### src/rtl/gear_indicator_monitor_if.sv
// Gear indicator monitor bus: indicator input, event handshake, status and
// sticky error flags. The shift_cnt signal exists only when SHIFT_COUNTER_EN
// is defined.
//   master : environment side (drives ind, clr, evt_ready)
//   slave  : monitor side (drives gear, event and error outputs)
interface gear_indicator_monitor_if;
  logic [6:0] ind;          // {R1,N1,P1,D4,D3,D2,D1}
  logic       clr;
  logic       evt_ready;
  logic [2:0] gear;
  logic       gear_valid;
  logic       evt_valid;
  logic [2:0] evt_from;
  logic [2:0] evt_to;
  logic       err_illegal;
  logic       err_overrun;
`ifdef SHIFT_COUNTER_EN
  logic [7:0] shift_cnt;

  modport master (
    output ind, clr, evt_ready,
    input  gear, gear_valid, evt_valid, evt_from, evt_to,
    input  err_illegal, err_overrun, shift_cnt
  );

  modport slave (
    input  ind, clr, evt_ready,
    output gear, gear_valid, evt_valid, evt_from, evt_to,
    output err_illegal, err_overrun, shift_cnt
  );
`else
  modport master (
    output ind, clr, evt_ready,
    input  gear, gear_valid, evt_valid, evt_from, evt_to,
    input  err_illegal, err_overrun
  );

  modport slave (
    input  ind, clr, evt_ready,
    output gear, gear_valid, evt_valid, evt_from, evt_to,
    output err_illegal, err_overrun
  );
`endif
endinterface

### src/rtl/gear_indicator_monitor.sv
// Gear indicator monitor: debounces the 7-bit indicator bus, decodes the
// accepted pattern into a gear code, reports gear changes through a one-deep
// valid/ready event slot and keeps sticky illegal/overrun flags.
// Optional feature: define SHIFT_COUNTER_EN to build the 8-bit wrapping
// shift_cnt counter of accepted gear changes.
module gear_indicator_monitor #(
  parameter int unsigned STABLE_CYCLES = 4  // 2..15
) (
  input  logic                     clk,
  input  logic                     rst,
  gear_indicator_monitor_if.slave  bus
);

  localparam logic [3:0] STABLE_C = 4'(STABLE_CYCLES);

  typedef enum logic {
    IDLE = 1'b0,
    PEND = 1'b1
  } state_t;

  // Returns {legal, code}; anything outside the table is illegal with code 0.
  function automatic logic [3:0] decode_ind(input logic [6:0] pat);
    logic [3:0] res;
    case (pat)
      7'b0010000: res = {1'b1, 3'd1};  // P
      7'b1000000: res = {1'b1, 3'd2};  // R
      7'b0100000: res = {1'b1, 3'd3};  // N
      7'b0000001: res = {1'b1, 3'd4};  // D1
      7'b0000011: res = {1'b1, 3'd5};  // D2
      7'b0000111: res = {1'b1, 3'd6};  // D3
      7'b0001111: res = {1'b1, 3'd7};  // D4
      default:    res = {1'b0, 3'd0};
    endcase
    return res;
  endfunction

  logic [6:0] sample_r;
  logic [3:0] stab_cnt_r;
  logic [3:0] stab_cnt_nxt_s;
  logic       accept_r;
  logic [3:0] dec_s;
  logic       legal_s;
  logic [2:0] code_s;
  logic       change_s;
  logic       illegal_set_s;
  logic       overrun_set_s;
  logic       hs_s;
  state_t     state_r;
  logic [2:0] gear_r;
  logic       gear_valid_r;
  logic       evt_valid_r;
  logic [2:0] evt_from_r;
  logic [2:0] evt_to_r;
  logic       err_illegal_r;
  logic       err_overrun_r;

  // Next stability count: restart on a new sample, otherwise count up and saturate
  always_comb begin
    stab_cnt_nxt_s = stab_cnt_r;
    if (bus.ind != sample_r) begin
      stab_cnt_nxt_s = 4'd1;
    end else if (stab_cnt_r < STABLE_C) begin
      stab_cnt_nxt_s = stab_cnt_r + 4'd1;
    end else begin
      stab_cnt_nxt_s = stab_cnt_r;
    end
  end

  // Register the indicator bus, its stability count and the one-shot accept strobe
  always_ff @(posedge clk or posedge rst) begin
    if (rst) begin
      sample_r   <= 7'd0;
      stab_cnt_r <= 4'd0;
      accept_r   <= 1'b0;
    end else begin
      sample_r   <= bus.ind;
      stab_cnt_r <= stab_cnt_nxt_s;
      accept_r   <= (stab_cnt_nxt_s == STABLE_C) && (stab_cnt_r != STABLE_C);
    end
  end

  // Decode the held sample and derive the change / error / handshake strobes
  always_comb begin
    dec_s         = decode_ind(sample_r);
    legal_s       = dec_s[3];
    code_s        = dec_s[2:0];
    hs_s          = evt_valid_r & bus.evt_ready;
    change_s      = accept_r & legal_s & (code_s != gear_r);
    illegal_set_s = accept_r & ~legal_s;
    overrun_set_s = change_s & (state_r == PEND) & ~hs_s;
  end

  // Track the current gear and whether the accepted pattern is legal
  always_ff @(posedge clk or posedge rst) begin
    if (rst) begin
      gear_r       <= 3'd0;
      gear_valid_r <= 1'b0;
    end else if (accept_r) begin
      if (legal_s) begin
        gear_valid_r <= 1'b1;
        gear_r       <= code_s;
      end else begin
        gear_valid_r <= 1'b0;
      end
    end
  end

  // Sticky error flags: a set in the same cycle as clr takes priority
  always_ff @(posedge clk or posedge rst) begin
    if (rst) begin
      err_illegal_r <= 1'b0;
      err_overrun_r <= 1'b0;
    end else begin
      if (illegal_set_s) begin
        err_illegal_r <= 1'b1;
      end else if (bus.clr) begin
        err_illegal_r <= 1'b0;
      end
      if (overrun_set_s) begin
        err_overrun_r <= 1'b1;
      end else if (bus.clr) begin
        err_overrun_r <= 1'b0;
      end
    end
  end

  // Event slot FSM: load on change, hold while pending, release on handshake
  always_ff @(posedge clk or posedge rst) begin
    if (rst) begin
      state_r     <= IDLE;
      evt_valid_r <= 1'b0;
      evt_from_r  <= 3'd0;
      evt_to_r    <= 3'd0;
    end else begin
      case (state_r)
        IDLE: begin
          if (change_s) begin
            evt_from_r  <= gear_r;
            evt_to_r    <= code_s;
            evt_valid_r <= 1'b1;
            state_r     <= PEND;
          end
        end
        PEND: begin
          if (change_s && hs_s) begin
            // Slot frees and refills in the same cycle
            evt_from_r  <= gear_r;
            evt_to_r    <= code_s;
            evt_valid_r <= 1'b1;
          end else if (hs_s) begin
            evt_valid_r <= 1'b0;
            state_r     <= IDLE;
          end
        end
        default: begin
          evt_valid_r <= 1'b0;
          state_r     <= IDLE;
        end
      endcase
    end
  end

`ifdef SHIFT_COUNTER_EN
  logic [7:0] shift_cnt_r;

  // Count accepted gear changes, wrapping at 8 bits
  always_ff @(posedge clk or posedge rst) begin
    if (rst) begin
      shift_cnt_r <= 8'd0;
    end else if (change_s) begin
      shift_cnt_r <= shift_cnt_r + 8'd1;
    end
  end

  assign bus.shift_cnt = shift_cnt_r;
`endif

  assign bus.gear        = gear_r;
  assign bus.gear_valid  = gear_valid_r;
  assign bus.evt_valid   = evt_valid_r;
  assign bus.evt_from    = evt_from_r;
  assign bus.evt_to      = evt_to_r;
  assign bus.err_illegal = err_illegal_r;
  assign bus.err_overrun = err_overrun_r;

endmodule
### src/flat_wrapper.sv
// flat-port wrapper written by rule: the top's interface ports become plain ports
module gear_indicator_monitor_flat 
#(
  parameter int unsigned STABLE_CYCLES = 4          
)
  (clk, rst, bus_ind, bus_clr, bus_evt_ready, bus_gear, bus_gear_valid, bus_evt_valid, bus_evt_from, bus_evt_to, bus_err_illegal, bus_err_overrun);
  gear_indicator_monitor_if bus_i ();
  input  logic clk;
  input  logic rst;
  input wire logic [$bits(bus_i.ind)-1:0] bus_ind;
  input wire logic [$bits(bus_i.clr)-1:0] bus_clr;
  input wire logic [$bits(bus_i.evt_ready)-1:0] bus_evt_ready;
  output wire logic [$bits(bus_i.gear)-1:0] bus_gear;
  output wire logic [$bits(bus_i.gear_valid)-1:0] bus_gear_valid;
  output wire logic [$bits(bus_i.evt_valid)-1:0] bus_evt_valid;
  output wire logic [$bits(bus_i.evt_from)-1:0] bus_evt_from;
  output wire logic [$bits(bus_i.evt_to)-1:0] bus_evt_to;
  output wire logic [$bits(bus_i.err_illegal)-1:0] bus_err_illegal;
  output wire logic [$bits(bus_i.err_overrun)-1:0] bus_err_overrun;
  assign bus_i.ind = bus_ind;
  assign bus_i.clr = bus_clr;
  assign bus_i.evt_ready = bus_evt_ready;
  assign bus_gear = bus_i.gear;
  assign bus_gear_valid = bus_i.gear_valid;
  assign bus_evt_valid = bus_i.evt_valid;
  assign bus_evt_from = bus_i.evt_from;
  assign bus_evt_to = bus_i.evt_to;
  assign bus_err_illegal = bus_i.err_illegal;
  assign bus_err_overrun = bus_i.err_overrun;
  gear_indicator_monitor #(.STABLE_CYCLES(STABLE_CYCLES)) u_core (.clk(clk), .rst(rst), .bus(bus_i));
endmodule
### config.mk
export PLATFORM = sky130hd
export DESIGN_NAME = gear_indicator_monitor_flat
export DESIGN_NICKNAME = d
export VERILOG_FILES = /design/src/rtl/gear_indicator_monitor_if.sv /design/src/rtl/gear_indicator_monitor.sv /design/src/flat_wrapper.sv
export SDC_FILE = /design/constraint.sdc
export NUM_CORES = 1
export LEC_CHECK = 0
export CORE_MARGIN = 2
export CORE_UTILIZATION = 51
export DETAILED_ROUTE_END_ITERATION = 12
export HOLD_SLACK_MARGIN = 0.08
export PLACE_DENSITY = 0.86
export SLEW_MARGIN = 10
export SYNTH_ARGS = -nofsm -noshare
export SYNTH_HDL_FRONTEND = slang
export SYNTH_SLANG_ARGS = --single-unit
### constraint.sdc
create_clock -name clk -period 2.4 [get_ports clk]
set_input_delay 0.24 -clock clk [delete_from_list [all_inputs] [get_ports clk]]
set_output_delay 0.24 -clock clk [all_outputs]
set_load 0.01 [all_outputs]
==> impl_metrics.json, run 1 <==
{
  "numPortBuffers": 23,
  "ctsHoldBuffers": 0,
  "drt-total-wl_um": 2340,
  "p_leak_nw": 0.719,
  "p_per_area_nw_per_um2": 465,
  "cap_violations": 0,
  "fin_tns_setup_ns": 0,
  "die_area_um2": 3040,
  "skew_ns": 0.00469,
  "drt_pass1_iterations": 4,
  "grt-ovfl-total": 0,
  "globalplace.congestion": 0.860,
  "cts_tree": "done",
  "cts_sinks": 26,
  "routed_via_density": 5.50,
  "yosysSeqAreaShare_pct": 48.8,
  "grt_pass1_wl_um": 3950,
  "status": "finished, final reports clean",
  "place_hpwl_um": 1800,
  "nFillCells": 189,
  "hold_class": "in2async",
  "synth_cells": 119,
  "tightest_slew_ns": 0.371,
  "mostFrequentLayoutCell": "dfrtp_1",
  "min_period_over_period_pct": 92.6,
  "max_stage_delay_ns": 0.57,
  "die_w_um": 55.1,
  "final-max-slew-violation-count": 0,
  "netlist.area_leader.share_pct": 48.8,
  "critical_path_buf_inv_count": 0,
  "r2r-start": "u_core.sample_r[0]",
  "synthTopCellsByArea": "dfrtp_1 (49%), nand2_1 (4.8%), mux2_4 (4.5%)",
  "synth_nets": 132,
  "timing_hold_violations_final": 0,
  "antenna_left": 0,
  "synth_cell_types": 40,
  "drc": 0,
  "grt_use_met3_pct": 3.49,
  "rows": 18,
  "root_buffer": "clkbuf_4",
  "synth_edf_count": 0,
  "rr_endpoint": "u_core.bus.evt_to[2]",
  "worstPathRequired_ns": 2.63,
  "setup_viol": 0,
  "clockBufferDepth": 2,
  "drtIter0Drc": 8,
  "ys.flop_type": "dfrtp_1",
  "final_util_pct": 66.0,
  "die_h_um": 55.1,
  "hold_slack_ns": 0.243,
  "rsz0062_at_grt": "no",
  "fin_crit_ns": 2.22,
  "rr_worst_depth": 5,
  "crit_family": "compound AO/OA/AOI/OAI gates",
  "critPathCaptureType": "flop",
  "initial_core_util_pct": 53.8,
  "cp_max_fo": 5,
  "grt_pass1_vias": 903,
  "io_pins": 24,
  "grt_max_degree": 27,
  "ys_ff_latch": 26,
  "slowest_stage": "or4_4",
  "crit_type": "reg2reg",
  "yosysWarnings": 0,
  "fp.coreArea_um2": 2480,
  "yosys.area.top_type": "dfrtp_1",
  "ir_drop_uv": 413,
  "critPathLaunchType": "flop",
  "arrival_ns": 2.45,
  "rrSetupSlack_ns": 0.18,
  "async_flop_share_pct": 100,
  "post_cts_resized": 0,
  "max_freq_mhz": 450,
  "slew_headroom_pct": 75.2,
  "syn2layout_area_growth_pct": 22.5,
  "cts_setup_buffers": 0,
  "grt_use_total_pct": 18.5,
  "wire_per_inst_um": 13.3,
  "met1_usage_pct": 22.5,
  "finalNetCount": 160,
  "netlist_area_um2": 1330,
  "clock_latency_ns": 0.33,
  "grt-busiest-layer": "met2",
  "avgSynthCellArea_um2": 11.2,
  "drive_above_1_share_pct": 12.3,
  "path_clk_slew_ns": 0.14,
  "antenna_found_initial": 0,
  "h-tree-depth": 1,
  "final_cell_mix": "dfrtp_1 (26), clkdlybuf4s50_1 (23), nand2_1 (17)",
  "antennaDiodeCount": 0,
  "grt_util_met2_pct": 31.2,
  "num_vias": 968,
  "crit_chain": "or4_4 > o32a_4 > xnor2_4 > o21ai_4 > mux2_4",
  "cts_buffers": 3
}
-- cell usage after synthesis, drive strengths merged (2+ instances only) --
cell type and number:
a21oi 3, inv 8, a22o 2, and3 2, o21a 2, nor2 9, o211ai 2, mux2 4
nand2 17, nor3 2, o21ai 6, ha 2, xor2 5, dfrtp 26, xnor2 7, nor4b 2
nand2b 2
-- area by class of cell --
class	instances	area, µm²	share of cell area (%)
Multi-Input combinational cell	84	642	39.3
Timing Repair Buffer	24	238	14.5
Sequential cell	26	651	39.8
Inverter	8	30.0	1.84
Tap cell	30	37.5	2.30
Clock buffer	4	36.3	2.22
-- worst max path at each step --
stage | depth (start not counted) | endpoint | start | slack (ns)
finish | 5 | u_core.bus.evt_to[2] | u_core.sample_r[0] | 0.18
global route | 6 | u_core.bus.evt_from[1] | u_core.sample_r[4] | 0.08
CTS | 5 | u_core.bus.evt_to[2] | u_core.sample_r[0] | 0.17
detailed placement | 5 | u_core.bus.evt_from[1] | u_core.sample_r[1] | 0.20
global placement | 5 | u_core.bus.evt_from[2] | u_core.sample_r[1] | 0.24
floorplan | 6 | u_core.bus.evt_from[1] | u_core.sample_r[2] | 0.25
-- sequential cells by signal, indices dropped and copies added (netlist names) --
register and cells:
u_core.sample_r 7, u_core.bus.err_overrun 1, u_core.bus.gear 3, u_core.bus.gear_valid 1
u_core.bus.evt_valid 1, u_core.bus.evt_to 3, u_core.bus.evt_from 3, u_core.stab_cnt_r 4
u_core.accept_r 1, u_core.bus.err_illegal 1, u_core.state_r 1
-- per-layer routing --
metal  up-vias  routed length (µm)
met1       463                 973
met5         -                   0
met4         0                  45
li1        476                   -
met3         6                  91
met2        23                1230
-- kinds of logic (layout without fill, tap and decap cells) --
| kind of cell | count (synthesis) | in the layout | synth area share (%) |
|---|---|---|---|
| flops | 26 | 26 | 48.8 |
| fa+ha+maj | 2 | 2 | 1.88 |
| buf+inv | 9 | 36 | 3.10 |
| mux | 4 | 4 | 4.50 |
| xor+xnor | 12 | 12 | 9.29 |
| simple gates | 40 | 40 | 16.5 |
| compound gates | 26 | 26 | 15.9 |
-- power by group --
| group | internal, W | switching (W) | leakage [nW] | total [W] |
|---|---|---|---|---|
| registers | 0.000447 | 0.0000147 | 0.330 | 0.000462 |
| clock network | 0.0000930 | 0.000131 | 0.0210 | 0.000224 |
| logic | 0.0000385 | 0.0000351 | 0.367 | 0.0000736 |
| total | 0.000579 | 0.000181 | 0.719 | 0.000760 |
-- stage by stage --
step                total power [W]  setup slack, ns  cell area, µm²  std cells
floorplan                  0.000511            0.250            1330        119
CTS                        0.000768            0.174            1630        176
finish                     0.000760            0.178            1630        176
detailed placement         0.000544            0.204            1600        172
global route               0.000798           0.0824            1630        176
global placement           0.000540            0.241            1600        172
-- tightest hold or removal path, cell delays in order --
cell             delay (ns)
clkdlybuf4s50_1        0.39
inv_1                  0.05
buf_4                  0.31
(Power assumes the default switching activity.)
==> run 2, diff against run 1 <==
--- a/config.mk
+++ b/config.mk
@@ -7,9 +7,11 @@
 export LEC_CHECK = 0
 export CORE_MARGIN = 2
 export CORE_UTILIZATION = 51
+export CTS_CLUSTER_DIAMETER = 30
 export DETAILED_ROUTE_END_ITERATION = 12
 export HOLD_SLACK_MARGIN = 0.08
 export PLACE_DENSITY = 0.86
+export RECOVER_POWER = 100
 export SLEW_MARGIN = 10
 export SYNTH_ARGS = -nofsm -noshare
 export SYNTH_HDL_FRONTEND = slang
==> impl_metrics.json, run 2 (synthesis results as in run 1) <==
{
  "rr_endpoint": "u_core.bus.evt_to[1]",
  "clock_latency_ns": 0.33,
  "antenna_left": 0,
  "cts_buffers": 3,
  "mostFrequentLayoutCell": "dfrtp_1",
  "numPortBuffers": 23,
  "die_area_um2": 3040,
  "crit_chain": "or4_4 > o32a_4 > xnor2_4 > o21ai_4 > mux2_1",
  "cap_violations": 0,
  "slew_headroom_pct": 8.06,
  "max_stage_delay_ns": 0.57,
  "rrSetupSlack_ns": 0.18,
  "max_freq_mhz": 450,
  "num_vias": 960,
  "cts_sinks": 26,
  "crit_type": "reg2reg",
  "antenna_found_initial": 0,
  "grt-ovfl-total": 0,
  "place_hpwl_um": 1800,
  "arrival_ns": 2.44,
  "globalplace.congestion": 0.860,
  "syn2layout_area_growth_pct": 21.4,
  "die_h_um": 55.1,
  "biggestRegsByFlops": "u_core.sample_r: 7 flops, u_core.stab_cnt_r: 4 flops",
  "nFillCells": 196,
  "cts_tree": "done",
  "min_period_over_period_pct": 92.6,
  "seq_area_um2": 651,
  "grt_use_total_pct": 18.5,
  "routed_via_density": 5.45,
  "drt_pass1_iterations": 4,
  "grt_max_degree": 27,
  "final_cell_mix": "dfrtp_1 (26), dlygate4sd3_1 (21), nand2_1 (17)",
  "critPathCaptureType": "flop",
  "status": "finished, final reports clean",
  "io_pins": 24,
  "p_per_area_nw_per_um2": 466,
  "hold_path.startpoint": "bus_clr",
  "tightest_slew_ns": 1.38,
  "path_clk_slew_ns": 0.14,
  "rsz0062_at_grt": "no",
  "fin_tns_setup_ns": 0,
  "worstPathRequired_ns": 2.62,
  "initial_core_util_pct": 53.8,
  "rr_worst_depth": 5,
  "fin_ws_ns": 0.179,
  "drtIter0Drc": 8,
  "multi_input_area_um2": 631,
  "final-max-slew-violation-count": 0,
  "timing_hold_violations_final": 0,
  "cts_setup_buffers": 0,
  "setup_viol": 0,
  "largest_reg_flops": 7,
  "grt_pass1_wl_um": 3950,
  "clockBufferDepth": 2,
  "finalNetCount": 160,
  "antennaDiodeCount": 0,
  "h-tree-depth": 1,
  "drive_above_1_share_pct": 9.59,
  "root_buffer": "clkbuf_4",
  "largest-register": "u_core.sample_r",
  "ctsHoldBuffers": 0,
  "cp_max_fo": 5,
  "p_leak_nw": 0.741,
  "drc": 0,
  "skew_ns": 0.00651,
  "ir_drop_uv": 409,
  "final_util_pct": 65.4,
  "critPathLaunchType": "flop",
  "hold_class": "in2reg",
  "fin_crit_ns": 2.22,
  "grt_pass1_vias": 903,
  "whs_path_depth": 2,
  "r2r-start": "u_core.sample_r[0]",
  "slowest_stage": "or4_4",
  "fp.coreArea_um2": 2480,
  "drt-total-wl_um": 2340,
  "die_w_um": 55.1,
  "wire_per_inst_um": 13.3,
  "rows": 18,
  "dp_slack_ns": 0.204,
  "hold-path-endpoint": "u_core.bus.err_overrun",
  "post_cts_resized": 0
}
==> run 2: power breakdown <==
group	leakage [nW]	internal, W	switching [W]
Clock	0.0210	0.0000929	0.000130
Sequential	0.330	0.000447	0.0000146
Combinational	0.389	0.0000343	0.0000348
==> run 2: worst max path at each step <==
stage / slack [ns] / startpoint / endpoint / depth (start not counted)
2_1_floorplan: 0.25 / u_core.sample_r[2] / u_core.bus.evt_from[1] / 6
3_3_place_gp: 0.24 / u_core.sample_r[1] / u_core.bus.evt_from[2] / 5
3_5_place_dp: 0.20 / u_core.sample_r[1] / u_core.bus.evt_from[1] / 5
4_1_cts: 0.17 / u_core.sample_r[0] / u_core.bus.evt_to[2] / 5
5_1_grt: 0.06 / u_core.sample_r[4] / u_core.bus.evt_from[1] / 6
6_report: 0.18 / u_core.sample_r[0] / u_core.bus.evt_to[1] / 5
==> run 2: through the flow <==
stage | total power, W | cell area [µm²] | hold WS [ns] | cells
finish | 0.000754 | 1620 | 0.493 | 176
global route | 0.000794 | 1620 | 0.479 | 176
CTS | 0.000768 | 1630 | 0.252 | 176
detailed placement | 0.000544 | 1600 | 0.482 | 172
global placement | 0.000540 | 1600 | 0.465 | 172
floorplan | 0.000511 | 1330 | 0.271 | 119
==> run 2: worst max-delay path: cells and delay by family, from the launching register on <==
| kind | cells | cell delay (ns) |
|---|---|---|
| muxes | 1 | 0.35 |
| DFF | 1 | 0.45 |
| and+or+nand+nor | 1 | 0.57 |
| AOI/OAI and AO/OA | 2 | 0.61 |
| xor gates and xnor gates | 1 | 0.15 |
==> run 2: routing by layer <==
metal	track usage, %	vias to the layer above	wire (µm)
met4	9.35	0	42
met3	3.49	4	80
met1	22.5	461	977
li1	-	476	-
met2	31.2	19	1240
met5	0	-	0
==> run 2: area by class of cell <==
type / instances / area share [%]
sequential: 26 / 40.2
multi-input combinational: 84 / 38.9
timing repair buffer: 24 / 14.5
tap: 30 / 2.32
clock buffer: 4 / 2.24
inverter: 8 / 1.85
==> run 3, diff against run 2 <==
--- a/config.mk
+++ b/config.mk
@@ -5,7 +5,6 @@
 export SDC_FILE = /design/constraint.sdc
 export NUM_CORES = 1
 export LEC_CHECK = 0
-export CORE_MARGIN = 2
 export CORE_UTILIZATION = 51
 export CTS_CLUSTER_DIAMETER = 30
 export DETAILED_ROUTE_END_ITERATION = 12
==> impl_metrics.json, run 3 (synthesis results as in run 1) <==
{
  "critPathLaunchType": "flop",
  "globalplace.congestion": 0.831,
  "startpoint": "u_core.sample_r[1]",
  "cts_tree": "done",
  "grt_pass1_wl_um": 4130,
  "hold_slack_ns": 0.502,
  "fin_crit_ns": 2.23,
  "initial_core_util_pct": 53.8,
  "timing_hold_violations_final": 0,
  "finalNetCount": 160,
  "cts_sinks": 26,
  "ir_drop_uv": 484,
  "largest_reg_flops": 7,
  "hold_path.startpoint": "bus_clr",
  "fin_tns_setup_ns": 0,
  "post_dp_cell_area_um2": 1600,
  "max_freq_mhz": 448,
  "die_area_um2": 2820,
  "crit_type": "reg2reg",
  "post_cts_resized": 0,
  "dp_cells": 172,
  "antennaDiodeCount": 0,
  "seq_area_um2": 651,
  "numPortBuffers": 23,
  "routed_via_density": 5.58,
  "wire_per_inst_um": 13.9,
  "cap_violations": 0,
  "biggestRegsByFlops": "u_core.sample_r: 7 flops, u_core.stab_cnt_r: 4 flops",
  "rows": 18,
  "design_area_um2": 1620,
  "root_buffer": "clkbuf_4",
  "cts_buffers": 3,
  "io_pins": 24,
  "arrival_ns": 2.45,
  "cp_max_fo": 6,
  "ctsHoldBuffers": 0,
  "grt-ovfl-total": 0,
  "clockBufferDepth": 2,
  "h-tree-depth": 1,
  "min_period_over_period_pct": 93.1,
  "grt_use_total_pct": 20.9,
  "die_w_um": 53.1,
  "p_leak_nw": 0.741,
  "path_clk_slew_ns": 0.14,
  "critPathCaptureType": "flop",
  "nFillCells": 203,
  "place_hpwl_um": 1940,
  "grt_pass1_vias": 921,
  "slew_headroom_pct": 9.72,
  "setup_viol": 0,
  "drtIter0Drc": 18,
  "antenna_found_initial": 0,
  "fin_cells": 176,
  "fp.coreArea_um2": 2480,
  "multi_input_area_um2": 631,
  "syn2layout_area_growth_pct": 21.4,
  "skew_ns": 0.00472,
  "final_cell_mix": "dfrtp_1 (26), dlygate4sd3_1 (21), nand2_1 (17)",
  "mostFrequentLayoutCell": "dfrtp_1",
  "final-max-slew-violation-count": 0,
  "clock_latency_ns": 0.32,
  "tightest_slew_ns": 1.35,
  "grt_max_degree": 27,
  "antenna_left": 0,
  "final_util_pct": 65.4,
  "largest-register": "u_core.sample_r",
  "rsz0062_at_grt": "no",
  "drc": 0,
  "status": "finished, final reports clean",
  "cts_setup_buffers": 0,
  "p_per_area_nw_per_um2": 464,
  "r2r-start": "u_core.sample_r[1]",
  "drt_pass1_iterations": 4,
  "worstPathRequired_ns": 2.62,
  "drive_above_1_share_pct": 9.59,
  "drt-total-wl_um": 2450,
  "num_vias": 982,
  "die_h_um": 53.1,
  "hold_class": "in2reg"
}
==> run 3: cell counts in the layout (fill, tap and decap cells not counted) <==
Identical to the previous run, type by type.
==> run 3: layout make-up <==
type,instances,area share [%]
Sequential cell,26,40.2
Multi-Input combinational cell,84,38.9
Timing Repair Buffer,24,14.5
Tap cell,30,2.32
Clock buffer,4,2.24
Inverter,8,1.85
==> run 3: worst max-delay path, stage by stage, from the launching register on <==
cell,delay [ns]
dfrtp_1,0.46
or4_4,0.55
o32a_4,0.42
xnor2_4,0.15
o21ai_4,0.20
mux2_1,0.35
==> run 3: per-stage QoR <==
stage	worst slack [ns]	total power, W
CTS	0.156	0.000764
global placement	0.248	0.000540
floorplan	0.250	0.000511
global route	0.0475	0.000788
finish	0.166	0.000752
detailed placement	0.176	0.000545
==> run 3: metal layers <==
metal  share of wire [%]  GRT usage, %  wire (µm)
met1                  41          25.1       1010
met2                  54          36.1       1310
met3                 3.5          3.45         85
met4                 1.8          9.65         44
met5                   0             0          0
==> run 3: worst paths after layout <==
kind / end / slack, ns / cells past startpoint
setup / recovery: u_core.bus.evt_from[2] / 0.17 / 5
hold / removal: u_core.bus.err_overrun / 0.50 / 2
setup reg to reg: u_core.bus.evt_from[2] / 0.17 / 5
hold reg to reg: u_core.bus.gear_valid / 0.50 / 1
max in group asynchronous: u_core.sample_r[2] / 0.83 / 3
min in group asynchronous: u_core.bus.err_illegal / 0.78 / 3
==> run 3: power breakdown <==
group | internal [W] | switching, W | leakage, nW
sequential | 0.000447 | 0.0000147 | 0.330
clock | 0.0000929 | 0.000127 | 0.0210
combinational | 0.0000343 | 0.0000352 | 0.390
==> patch: new RTL, config.mk and constraints of run 1 <==
Take the reset off `sample_r` and load it in a clocked block of its own.
--- a/src/rtl/gear_indicator_monitor.sv
+++ b/src/rtl/gear_indicator_monitor.sv
@@ -71,3 +71,2 @@
     if (rst) begin
-      sample_r   <= 7'd0;
       stab_cnt_r <= 4'd0;
@@ -75,3 +74,2 @@
     end else begin
-      sample_r   <= bus.ind;
       stab_cnt_r <= stab_cnt_nxt_s;
@@ -79,2 +77,6 @@
     end
+  end
+
+  always_ff @(posedge clk) begin
+    sample_r <= bus.ind;
   end
Function: no difference found for any inputs over 10 cycles, from zero or initial values and one cycle with rst high; that may be too few to reach the edited logic, so the function may still have changed.
==> patch against run 1 <==
Setup slack got worse by 0.17 ns; area after synthesis decreased by 12%; design area decreased by 4.0%; sequential cell count unchanged; critical path depth increased by 2; routed wire length increased by 3.2%; combinational power increased by 2%; cell count decreased by 4.0%; power decreased by 5.4%; fmax decreased by 6.9%; largest cell class unchanged; highest routed layer unchanged.
==> patch: results (changes against run 1) <==
Outcome: finished, final reports clean
Nonclk inv count: 7 (-1)
Share of layout cells above drive strength 1: 23.40% (+11 points)
ClkCell Share: 1.675% (-0.55 points)
Reg area: 618.1 um^2 (-5.0%)
Ys async rst share: 73.08% (-27 points)
Signal buf overhead: 21.37% (+6.8 points)
Fraction of area in multi-input gates: 33.65% (-5.6 points)
DRT Pass-1 Iters: 2 (-2)
Adder and majority gate portion of the synthesized area: 2.121% (+0.24 points)
Post-synthesis xor/xnor area fraction: 8.908% (-0.38 points)
Leakage: 0.7033 nW (-2.2%)
Worst Setup SP: u_core.sample_r[2]$_DFF_P_
Power share of the clock group: 26.8% (-2.7 points)
Final worst-path cycle share: 99.48% (+6.9 points)
Vias in the first global route: 980 (+8.5%)
Int Pwr: 552.2 uW (-4.6%)
Compound-gate portion of the synthesized area: 10.39% (-5.6 points)
Slowest-stage cell, CP: or4_4
R2r setup slk: 0.01 ns (-0.17 ns)
Num sequential: 26 (unchanged)
Syn nets: 115 (-13%)
HP Class: input pin to async pin
Wire per inst: 14.28 um (+7.5%)
Max incr delay on CP: 0.55 ns (-0.02 ns)
Fill cell count: 165 (-13%)
Max VDD drop: 0.2711 mV (-34%)
Largest delay share family, worst path: simple AND/OR/NAND/NOR gates
Largest net degree at the start of global routing: 20 (-26%)
Crit path to: u_core.bus.evt_to[1]$_DFFE_PP0P_
Bufs w/o clock: 36 (+50%)
Clock buffers: 4 (unchanged)
DP Wirelength: 1911 um (+6.5%)
Synth cell types: 33 (-18%)
Clk_skew: 0.01026 ns (+0.005571 ns)
FF-to-FF path depth: 7 (+2)
Slew Limit Headroom: 52.55% (-23 points)
Mux contribution to synthesized area: 8.590% (+4.1 points)
Ranking of synthesized cells by area: dfrtp_1 40%, dfxtp_1 12%, mux2_4 7.6%
Initial drt markers: 5 (-3)
Worst-path maximum fanout: 4 (-1)
First-pass GRT wire length: 4133 um (+4.7%)
Register area share after synthesis: 52.17% (+3.4 points)
Placer congestion estimate: 0.7774 (-9.6%)
Nets: 155 (-3.1%)
Synth cell count leaders: 19 x dfrtp_1, 11 x nand2_1, 8 x xnor2_1, 7 x dfxtp_1, 7 x inv_1
Critical R2R Launch: u_core.sample_r[2]$_DFF_P_
Via density: 5.331 (-3.1%)
DP Worst Slack: 0.03113 ns (-0.1724 ns)
Seq pwr: 451 uW (-2%)
Multi-input gates: 68 (-19%)
Gr usage total: 21.01% (+2.5 points)
-- patch: cell count changes in the layout (fill, tap and decap cells not counted), sizes merged, moves of 2 or more --
cell and change:
nor2 -3, dfrtp -7, nand2 -6, and3 -2
o21ai -4, mux2 +3, buf +12, and3b +2
dfxtp +7
-- patch: per-stage QoR --
stage / util [%] / instance area [um^2] / instances / hold slack (ns) / power (mW)
after floorplan: - / 1180 / 102 / 0.1911 / 0.4924
final: 71.62 / 1569 / 169 / 0.3003 / 0.7190
after CTS: 70.76 / 1550 / 168 / 0.3287 / 0.7201
after global routing: 71.62 / 1569 / 169 / 0.3777 / 0.7482
after detailed placement: 69.56 / 1524 / 164 / 0.4816 / 0.5333
after global placement: 69.56 / 1524 / 164 / 0.4598 / 0.5288
-- patch: routing by layer --
layer / up-vias / track usage [%] / routed length (um)
li1: 430 / - / -
met1: 442 / 22.01 / 930
met2: 22 / 39.87 / 1345
met3: 7 / 2.874 / 78
met4: 0 / 10.96 / 60
met5: - / 0 / 0
